[src/rtl/mem_arbiter_if.sv]
// Bundle of fetch, data and Avalon-side memory signals around the arbiter.
// The slave modport is the arbiter's view: it serves both requesters and
// drives the memory bus. The master modport is the environment's view.
interface mem_arbiter_if;
  // fetch requester
  logic        f_read;
  logic [31:0] f_address;
  logic [31:0] f_readdata;
  logic        f_done;
  // data requester
  logic        d_read;
  logic        d_write;
  logic [31:0] d_address;
  logic [31:0] d_writedata;
  logic [3:0]  d_byteenable;
  logic [31:0] d_readdata;
  logic        d_done;
  // Avalon memory side
  logic [31:0] mem_address;
  logic        mem_read;
  logic        mem_write;
  logic [31:0] mem_writedata;
  logic [3:0]  mem_byteenable;
  logic [31:0] mem_readdata;
  logic        waitrequest;

  modport slave (
    input  f_read, f_address,
    input  d_read, d_write, d_address, d_writedata, d_byteenable,
    input  mem_readdata, waitrequest,
    output f_readdata, f_done,
    output d_readdata, d_done,
    output mem_address, mem_read, mem_write, mem_writedata, mem_byteenable
  );

  modport master (
    output f_read, f_address,
    output d_read, d_write, d_address, d_writedata, d_byteenable,
    output mem_readdata, waitrequest,
    input  f_readdata, f_done,
    input  d_readdata, d_done,
    input  mem_address, mem_read, mem_write, mem_writedata, mem_byteenable
  );
endinterface

[src/rtl/mem_arbiter.sv]
// Two-port (fetch/data) round-robin arbiter onto one Avalon master port.
// Latency: request in IDLE cycle N -> bus cycle N+1 -> done N+2 -> IDLE N+3.
// Backpressure: waitrequest freezes the bus state and all mem_* outputs.
module mem_arbiter (
  input  logic          clk,
  input  logic          reset,
  mem_arbiter_if.slave  bus,
  output logic          busy,
  output logic          timeout
);

  localparam logic [1:0] IDLE  = 2'd0;
  localparam logic [1:0] BUS_F = 2'd1;
  localparam logic [1:0] BUS_D = 2'd2;
  localparam logic [1:0] RESP  = 2'd3;

  logic [1:0]  state;
  logic [1:0]  state_nxt;
  // 1 when the data port owned the most recently completed transaction;
  // in RESP it therefore also names whose done pulse to raise.
  logic        last_data;
  logic [7:0]  stall_cnt;
  logic        timeout_q;
  logic [31:0] f_rdata_q;
  logic [31:0] d_rdata_q;

  logic        f_req;
  logic        d_req;
  logic        in_bus;
  logic        bus_done;
  logic        d_is_load;

  assign f_req     = bus.f_read;
  assign d_req     = bus.d_read | bus.d_write;
  assign in_bus    = (state == BUS_F) || (state == BUS_D);
  assign bus_done  = in_bus && !bus.waitrequest;
  // a simultaneous read+write request is carried out as a write
  assign d_is_load = bus.d_read && !bus.d_write;

  // next-state: arbitrate only from IDLE, leave a bus state when memory accepts
  always_comb begin
    state_nxt = state;
    case (state)
      IDLE: begin
        if (f_req && (!d_req || last_data)) begin
          state_nxt = BUS_F;
        end else if (d_req) begin
          state_nxt = BUS_D;
        end
      end
      BUS_F, BUS_D: begin
        if (!bus.waitrequest) begin
          state_nxt = RESP;
        end
      end
      default: state_nxt = IDLE;
    endcase
  end

  // state register
  always_ff @(posedge clk) begin
    if (reset) begin
      state <= IDLE;
    end else begin
      state <= state_nxt;
    end
  end

  // last-grant record, updated when a bus transaction completes
  always_ff @(posedge clk) begin
    if (reset) begin
      last_data <= 1'b1;
    end else if (bus_done) begin
      last_data <= (state == BUS_D);
    end
  end

  // stall counter: cleared when a bus state is entered, saturating count of wait cycles
  always_ff @(posedge clk) begin
    if (reset) begin
      stall_cnt <= 8'd0;
    end else if (state == IDLE && state_nxt != IDLE) begin
      stall_cnt <= 8'd0;
    end else if (in_bus && bus.waitrequest && stall_cnt != 8'hFF) begin
      stall_cnt <= stall_cnt + 8'd1;
    end
  end

  // sticky timeout, raised on the same edge the stall counter reaches 255
  always_ff @(posedge clk) begin
    if (reset) begin
      timeout_q <= 1'b0;
    end else if (in_bus && bus.waitrequest && stall_cnt == 8'hFE) begin
      timeout_q <= 1'b1;
    end
  end

  // read data capture at completion; stores leave the load register alone
  always_ff @(posedge clk) begin
    if (reset) begin
      f_rdata_q <= 32'd0;
      d_rdata_q <= 32'd0;
    end else if (bus_done) begin
      if (state == BUS_F) begin
        f_rdata_q <= bus.mem_readdata;
      end else if (d_is_load) begin
        d_rdata_q <= bus.mem_readdata;
      end
    end
  end

  // memory-side outputs follow the granted requester's operands while on the bus
  always_comb begin
    bus.mem_read       = 1'b0;
    bus.mem_write      = 1'b0;
    bus.mem_address    = 32'd0;
    bus.mem_writedata  = 32'd0;
    bus.mem_byteenable = 4'd0;
    case (state)
      BUS_F: begin
        bus.mem_read       = 1'b1;
        bus.mem_address    = bus.f_address;
        bus.mem_byteenable = 4'b1111;
      end
      BUS_D: begin
        bus.mem_read       = d_is_load;
        bus.mem_write      = bus.d_write;
        bus.mem_address    = bus.d_address;
        bus.mem_writedata  = bus.d_writedata;
        bus.mem_byteenable = bus.d_byteenable;
      end
      default: begin
      end
    endcase
  end

  assign bus.f_done     = (state == RESP) && !last_data;
  assign bus.d_done     = (state == RESP) &&  last_data;
  assign bus.f_readdata = f_rdata_q;
  assign bus.d_readdata = d_rdata_q;
  assign busy           = (state != IDLE);
  assign timeout        = timeout_q;

endmodule

[src/flat_wrapper.sv]
// flat-port wrapper written by rule: the top's interface ports become plain ports
module mem_arbiter_flat 
  (clk, reset, busy, timeout, bus_f_read, bus_f_address, bus_d_read, bus_d_write, bus_d_address, bus_d_writedata, bus_d_byteenable, bus_mem_readdata, bus_waitrequest, bus_f_readdata, bus_f_done, bus_d_readdata, bus_d_done, bus_mem_address, bus_mem_read, bus_mem_write, bus_mem_writedata, bus_mem_byteenable);
  mem_arbiter_if bus_i ();
  input  logic clk;
  input  logic reset;
  output logic busy;
  output logic timeout;
  input wire logic [$bits(bus_i.f_read)-1:0] bus_f_read;
  input wire logic [$bits(bus_i.f_address)-1:0] bus_f_address;
  input wire logic [$bits(bus_i.d_read)-1:0] bus_d_read;
  input wire logic [$bits(bus_i.d_write)-1:0] bus_d_write;
  input wire logic [$bits(bus_i.d_address)-1:0] bus_d_address;
  input wire logic [$bits(bus_i.d_writedata)-1:0] bus_d_writedata;
  input wire logic [$bits(bus_i.d_byteenable)-1:0] bus_d_byteenable;
  input wire logic [$bits(bus_i.mem_readdata)-1:0] bus_mem_readdata;
  input wire logic [$bits(bus_i.waitrequest)-1:0] bus_waitrequest;
  output wire logic [$bits(bus_i.f_readdata)-1:0] bus_f_readdata;
  output wire logic [$bits(bus_i.f_done)-1:0] bus_f_done;
  output wire logic [$bits(bus_i.d_readdata)-1:0] bus_d_readdata;
  output wire logic [$bits(bus_i.d_done)-1:0] bus_d_done;
  output wire logic [$bits(bus_i.mem_address)-1:0] bus_mem_address;
  output wire logic [$bits(bus_i.mem_read)-1:0] bus_mem_read;
  output wire logic [$bits(bus_i.mem_write)-1:0] bus_mem_write;
  output wire logic [$bits(bus_i.mem_writedata)-1:0] bus_mem_writedata;
  output wire logic [$bits(bus_i.mem_byteenable)-1:0] bus_mem_byteenable;
  assign bus_i.f_read = bus_f_read;
  assign bus_i.f_address = bus_f_address;
  assign bus_i.d_read = bus_d_read;
  assign bus_i.d_write = bus_d_write;
  assign bus_i.d_address = bus_d_address;
  assign bus_i.d_writedata = bus_d_writedata;
  assign bus_i.d_byteenable = bus_d_byteenable;
  assign bus_i.mem_readdata = bus_mem_readdata;
  assign bus_i.waitrequest = bus_waitrequest;
  assign bus_f_readdata = bus_i.f_readdata;
  assign bus_f_done = bus_i.f_done;
  assign bus_d_readdata = bus_i.d_readdata;
  assign bus_d_done = bus_i.d_done;
  assign bus_mem_address = bus_i.mem_address;
  assign bus_mem_read = bus_i.mem_read;
  assign bus_mem_write = bus_i.mem_write;
  assign bus_mem_writedata = bus_i.mem_writedata;
  assign bus_mem_byteenable = bus_i.mem_byteenable;
  mem_arbiter u_core (.clk(clk), .reset(reset), .bus(bus_i), .busy(busy), .timeout(timeout));
endmodule
[config.mk]
export PLATFORM = sky130hd
export DESIGN_NAME = mem_arbiter_flat
export DESIGN_NICKNAME = d
export VERILOG_FILES = /design/src/rtl/mem_arbiter_if.sv /design/src/rtl/mem_arbiter.sv /design/src/flat_wrapper.sv
export SDC_FILE = /design/constraint.sdc
export NUM_CORES = 1
export LEC_CHECK = 0
export CELL_PAD_IN_SITES_DETAIL_PLACEMENT = 1
export CELL_PAD_IN_SITES_GLOBAL_PLACEMENT = 1
export CORE_MARGIN = 10
export CORE_UTILIZATION = 23
export CTS_BUF_LIST = sky130_fd_sc_hd__clkbuf_2
export DETAILED_ROUTE_END_ITERATION = 16
export PLACE_DENSITY_LB_ADDON = 0.1
export SLEW_MARGIN = 20
export SYNTH_ARGS = -nofsm -noshare
export SYNTH_HDL_FRONTEND = slang
export SYNTH_SLANG_ARGS = --single-unit
[constraint.sdc]
create_clock -name clk -period 3.04 [get_ports clk]
set_clock_uncertainty 0.15 [all_clocks]
set_input_delay 0.912 -clock clk [delete_from_list [all_inputs] [get_ports clk]]
set_output_delay 0.912 -clock clk [all_outputs]
set_load 0.02 [all_outputs]
# == Word-level counts from Yosys, hierarchy flattened ==
# Cells that the tools add are included.
# classes
add_sub_neg,1
n_eq_ne,5
muxes,9
n_bitwise,2
n_reduce_logical,22
# op_table
operator,count
$pmux 32 s2,1
$mux 32,1
$logic_and 1x1->1,9
$add 8x1->8 const B,1
$eq 8x8->1 const B,1
$ne 8x8->1 const B,1
$pmux 4 s2,1
$mux 2,3
$eq 2x2->1 const B,2
$logic_not 1->1,4
$pmux 2 s2,1
$reduce_bool 2->1,2
$reduce_or 2->1,2
$reduce_and 3->1,1
$eq 2x1->1 const B,1
$logic_not 2->1,1
$logic_or 1x1->1,2
$pmux 1 s2,1
$reduce_and 2->1,1
$mux 1,1
$not 1->1,1
$or 1x1->1,1
# totals
register_bits,76
in_bits,138

# == Logic depth before layout (Yosys ltp) ==
# depth
depth_word,9
mapped_depth,8
depth_no_buf,7

# == Worst setup path after synthesis ==
# No wires, ideal clock.
# synth_timing
kind,register to output
startpoint,reg u_core.state[0]
endpoint,out bus_mem_address[0]
arrival_ns,1.644
setup_slack_ns,0.334
path_stages_with_launch,6
path_cell_list,dfxtp_1 > inv_1 > ha_1 > clkbuf_1 > clkbuf_1 > nor2b_1
# synth_between
elab_chain_len,2
elab_cells_between_ends,3
# synth_lines
element,line,text
start: declaration,mem_arbiter.sv:17,logic [1:0] state;
start signal: assignment,mem_arbiter.sv:65,state <= state_nxt;
$eq 2x2->1 / $eq 2x1->1 (equally long branches),mem_arbiter.sv:119,case (state)
$pmux 32 s2 *,mem_arbiter.sv:119,
end: declaration,flat_wrapper.sv:22,output wire logic [$bits(bus_i.mem_address)-1:0] bus_mem_address;
# Every way passes the cells marked *; elsewhere a longest branch is shown, timed or not.

# == Worst setup path in the final report ==
# layout_timing
startpoint,in bus_d_write
endpoint,out bus_mem_write
# layout_between
elab_chain_len,1
# layout_lines
element,line,text
start: declaration,flat_wrapper.sv:12,input wire logic [$bits(bus_i.d_write)-1:0] bus_d_write;
$mux 1,mem_arbiter.sv:119,
end: declaration,flat_wrapper.sv:24,output wire logic [$bits(bus_i.mem_write)-1:0] bus_mem_write;
# No other way between the ends.

==> impl_metrics.json <==
{
  "dp_hpwl_um": 15600,
  "rows": 46,
  "setup.worst_path.start_class": "primary input",
  "fmaxAchievable_mhz": 335,
  "layout_common_cells": "clkdlybuf4s50_1, nand2_1, dfxtp_1",
  "final_nets": 898,
  "switching_share_pct": 44.2,
  "insertion_delay_ns": 0.50,
  "areaGrowthSynthToFinish_pct": 83.2,
  "clkSinkCount": 76,
  "port_buffers": 275,
  "hold_violations": 0,
  "p_leak_nw": 2.51,
  "drv_cap": 0,
  "via_per_inst": 4.50,
  "drt_first_pass_iters": 4,
  "place_ws_ns": -0.309,
  "layout_commonest_cell": "clkdlybuf4s50_1",
  "path_clk_slew_ns": 0.23,
  "grt_pass1_wl_um": 29300,
  "clockBufferDepth": 2,
  "dp.cells": 953,
  "fin_crit_ns": 2.98,
  "drc": 0,
  "grt_pass1_vias": 4793,
  "rsz0062_at_grt": "yes",
  "tns_ns": 0,
  "worstSetupPathType": "in -> out",
  "syn_area_mm2": 0.00368,
  "pwr-share-seq_pct": 25.3,
  "cp.arrival_ns": 1.92,
  "cts-root-buf": "clkbuf_2",
  "crit_fanout": 3,
  "finalSetupViolations": 0,
  "die_area_mm2": 0.0215,
  "internal_power_mw": 2.58,
  "syn_nets": 626,
  "coreArea_mm2": 0.0158,
  "gp_congestion": 0.808,
  "die_x_um": 147,
  "antenna_left": 0,
  "slew_headroom_pct": 58.7,
  "grt_max_degree": 47,
  "finalMaxSlewViolations": 0,
  "status": "complete, no violations",
  "routed_wl_um": 19600,
  "cts_made_buffers": 9,
  "rrSetupSlack_ns": 0.70,
  "grt.overflow.total": 0,
  "netlist_instances": 481,
  "yosysWarnings": 0,
  "drive_gt1_share_pct": 16.5,
  "endpoint_kind": "output pin",
  "hp-class": "reg -> reg",
  "cts.htree.levels": 3,
  "max-vdd-ir-drop_mv": 0.288,
  "seq_area_frac_synth_pct": 41.3,
  "clkPwrFrac_pct": 12.1,
  "antenna_found_initial": 4,
  "synth_cell_types": 33,
  "p_sw_mw": 2.04,
  "ys_seq_elements": 76,
  "min_period_over_period_pct": 98.1,
  "syn_avg_cell_area_um2": 7.65,
  "drt_iter0_drc": 146,
  "drt-wirelength-per-cell_um": 20.1,
  "cp.required_ns": 1.98,
  "layout_setup_ws_ns": 0.0590,
  "power_frac_comb_pct": 62.7,
  "layout.cells.non_filler": 977,
  "power_mw": 4.62,
  "cts_tree": "done",
  "num_vias": 4399,
  "fp.dieH_um": 147,
  "p_per_area_mw_per_mm2": 685,
  "globalRouteTotalUtil_pct": 17.4,
  "hold_ws_ns": 0.321,
  "io_pins": 276,
  "initial_core_util_pct": 23.3,
  "timing_worst_slew_pin_value_ns": 0.619
}
## critical path, cell delays in order
cell	delay [ns]
clkdlybuf4s50_1	0.48
buf_4	0.12
and2_1	0.12
clkdlybuf4s15_2	0.28
## logic make-up after synthesis
logic type      share of synthesized area (%)
flops                                    41.3
fa+ha+maj                                2.38
compound gates                           18.2
buf+inv                                  5.34
simple gates                             30.8
xor+xnor                                 1.67
mux                                     0.272
## cell usage after synthesis
cell type / count / area, um2
a21boi_0: 1 / 7.51
xor2_1: 1 / 8.76
and4_1: 1 / 8.76
clkbuf_1: 26 / 97.6
or3_1: 1 / 6.26
a211oi_4: 1 / 20.0
buf_6: 3 / 33.8
nand3_1: 5 / 25.0
and3_1: 2 / 12.5
a21oi_1: 72 / 360
nand2_1: 131 / 492
nor3_1: 10 / 50.1
o211ai_2: 1 / 12.5
nand3b_1: 1 / 7.51
ha_1: 7 / 87.6
nand2b_2: 1 / 8.76
o211ai_1: 1 / 7.51
o21ai_0: 1 / 5.00
and2_1: 34 / 213
mux2i_1: 1 / 10.0
nor4_2: 1 / 12.5
nor2b_1: 38 / 238
xnor2_1: 6 / 52.6
buf_2: 7 / 35.0
nand4_1: 1 / 6.26
nand2b_1: 2 / 12.5
nor3_2: 2 / 20.0
inv_1: 7 / 26.3
a22oi_1: 32 / 240
buf_1: 1 / 3.75
o311ai_2: 1 / 16.3
dfxtp_1: 76 / 1520
nor2_1: 6 / 22.5
## state kept, by name, indices dropped and copies added (netlist names)
register               cells
u_core.bus.d_readdata     32
u_core.state               2
u_core.last_data           1
u_core.stall_cnt           8
u_core.timeout             1
u_core.bus.f_readdata     32
## layer usage
layer | share of wire (%) | vias to the layer above | GRT usage (%)
li1 | - | 2143 | -
met1 | 37 | 2079 | 17.6
met2 | 54 | 140 | 32.1
met3 | 6.4 | 37 | 5.90
met4 | 3.3 | 0 | 6.71
met5 | 0 | - | 0
## power groups by stage
stage	Combinational (mW)	Clock [mW]	Sequential, mW
after floorplan	1.41	0	1.24
after global placement	2.85	0	1.17
final	2.89	0.557	1.17
after detailed placement	2.89	0	1.17
after global routing	3.11	0.631	1.18
after CTS	2.91	0.587	1.16
## stage by stage
stage	instance area, um2	utilization (%)
finish	6740	42.8
global route	6740	42.8
CTS	6890	43.7
detailed placement	6740	42.7
global placement	6740	42.7
floorplan	3680	-
## timing repair
action	CTS	global route
cloned	1	2
endpoints found under the setup margin	71	62
gates resized for setup	215	86
hold buffers	0	0
pin swaps	0	1
endpoints found under the hold margin	0	0
buffers inserted	0	2
## final cells by class
cell class	instances	area [um2]
diodes	4	10.0
clock buffers	9	45.0
clock inverters	6	65.1
fillers	1948	9030
inverters	7	28.8
multi-input cells	361	2020
flip-flops and latches	76	1530
well taps	216	270
repair buffers	298	2770
## final timing paths
kind | startpoint | cells after the start | endpoint
worst min register to register | u_core.bus.f_readdata[26]$_SDFFE_PP0P_ | 2 | u_core.bus.f_readdata[26]$_SDFFE_PP0P_
worst max-delay path | bus_d_write | 4 | bus_mem_write
worst max register to register | u_core.state[1]$_SDFF_PP0_ | 9 | u_core.stall_cnt[4]$_SDFFE_PP0P_
worst min-delay path | u_core.bus.f_readdata[26]$_SDFFE_PP0P_ | 2 | u_core.bus.f_readdata[26]$_SDFFE_PP0P_
No activity file was read; power rests on OpenSTA's default activity.
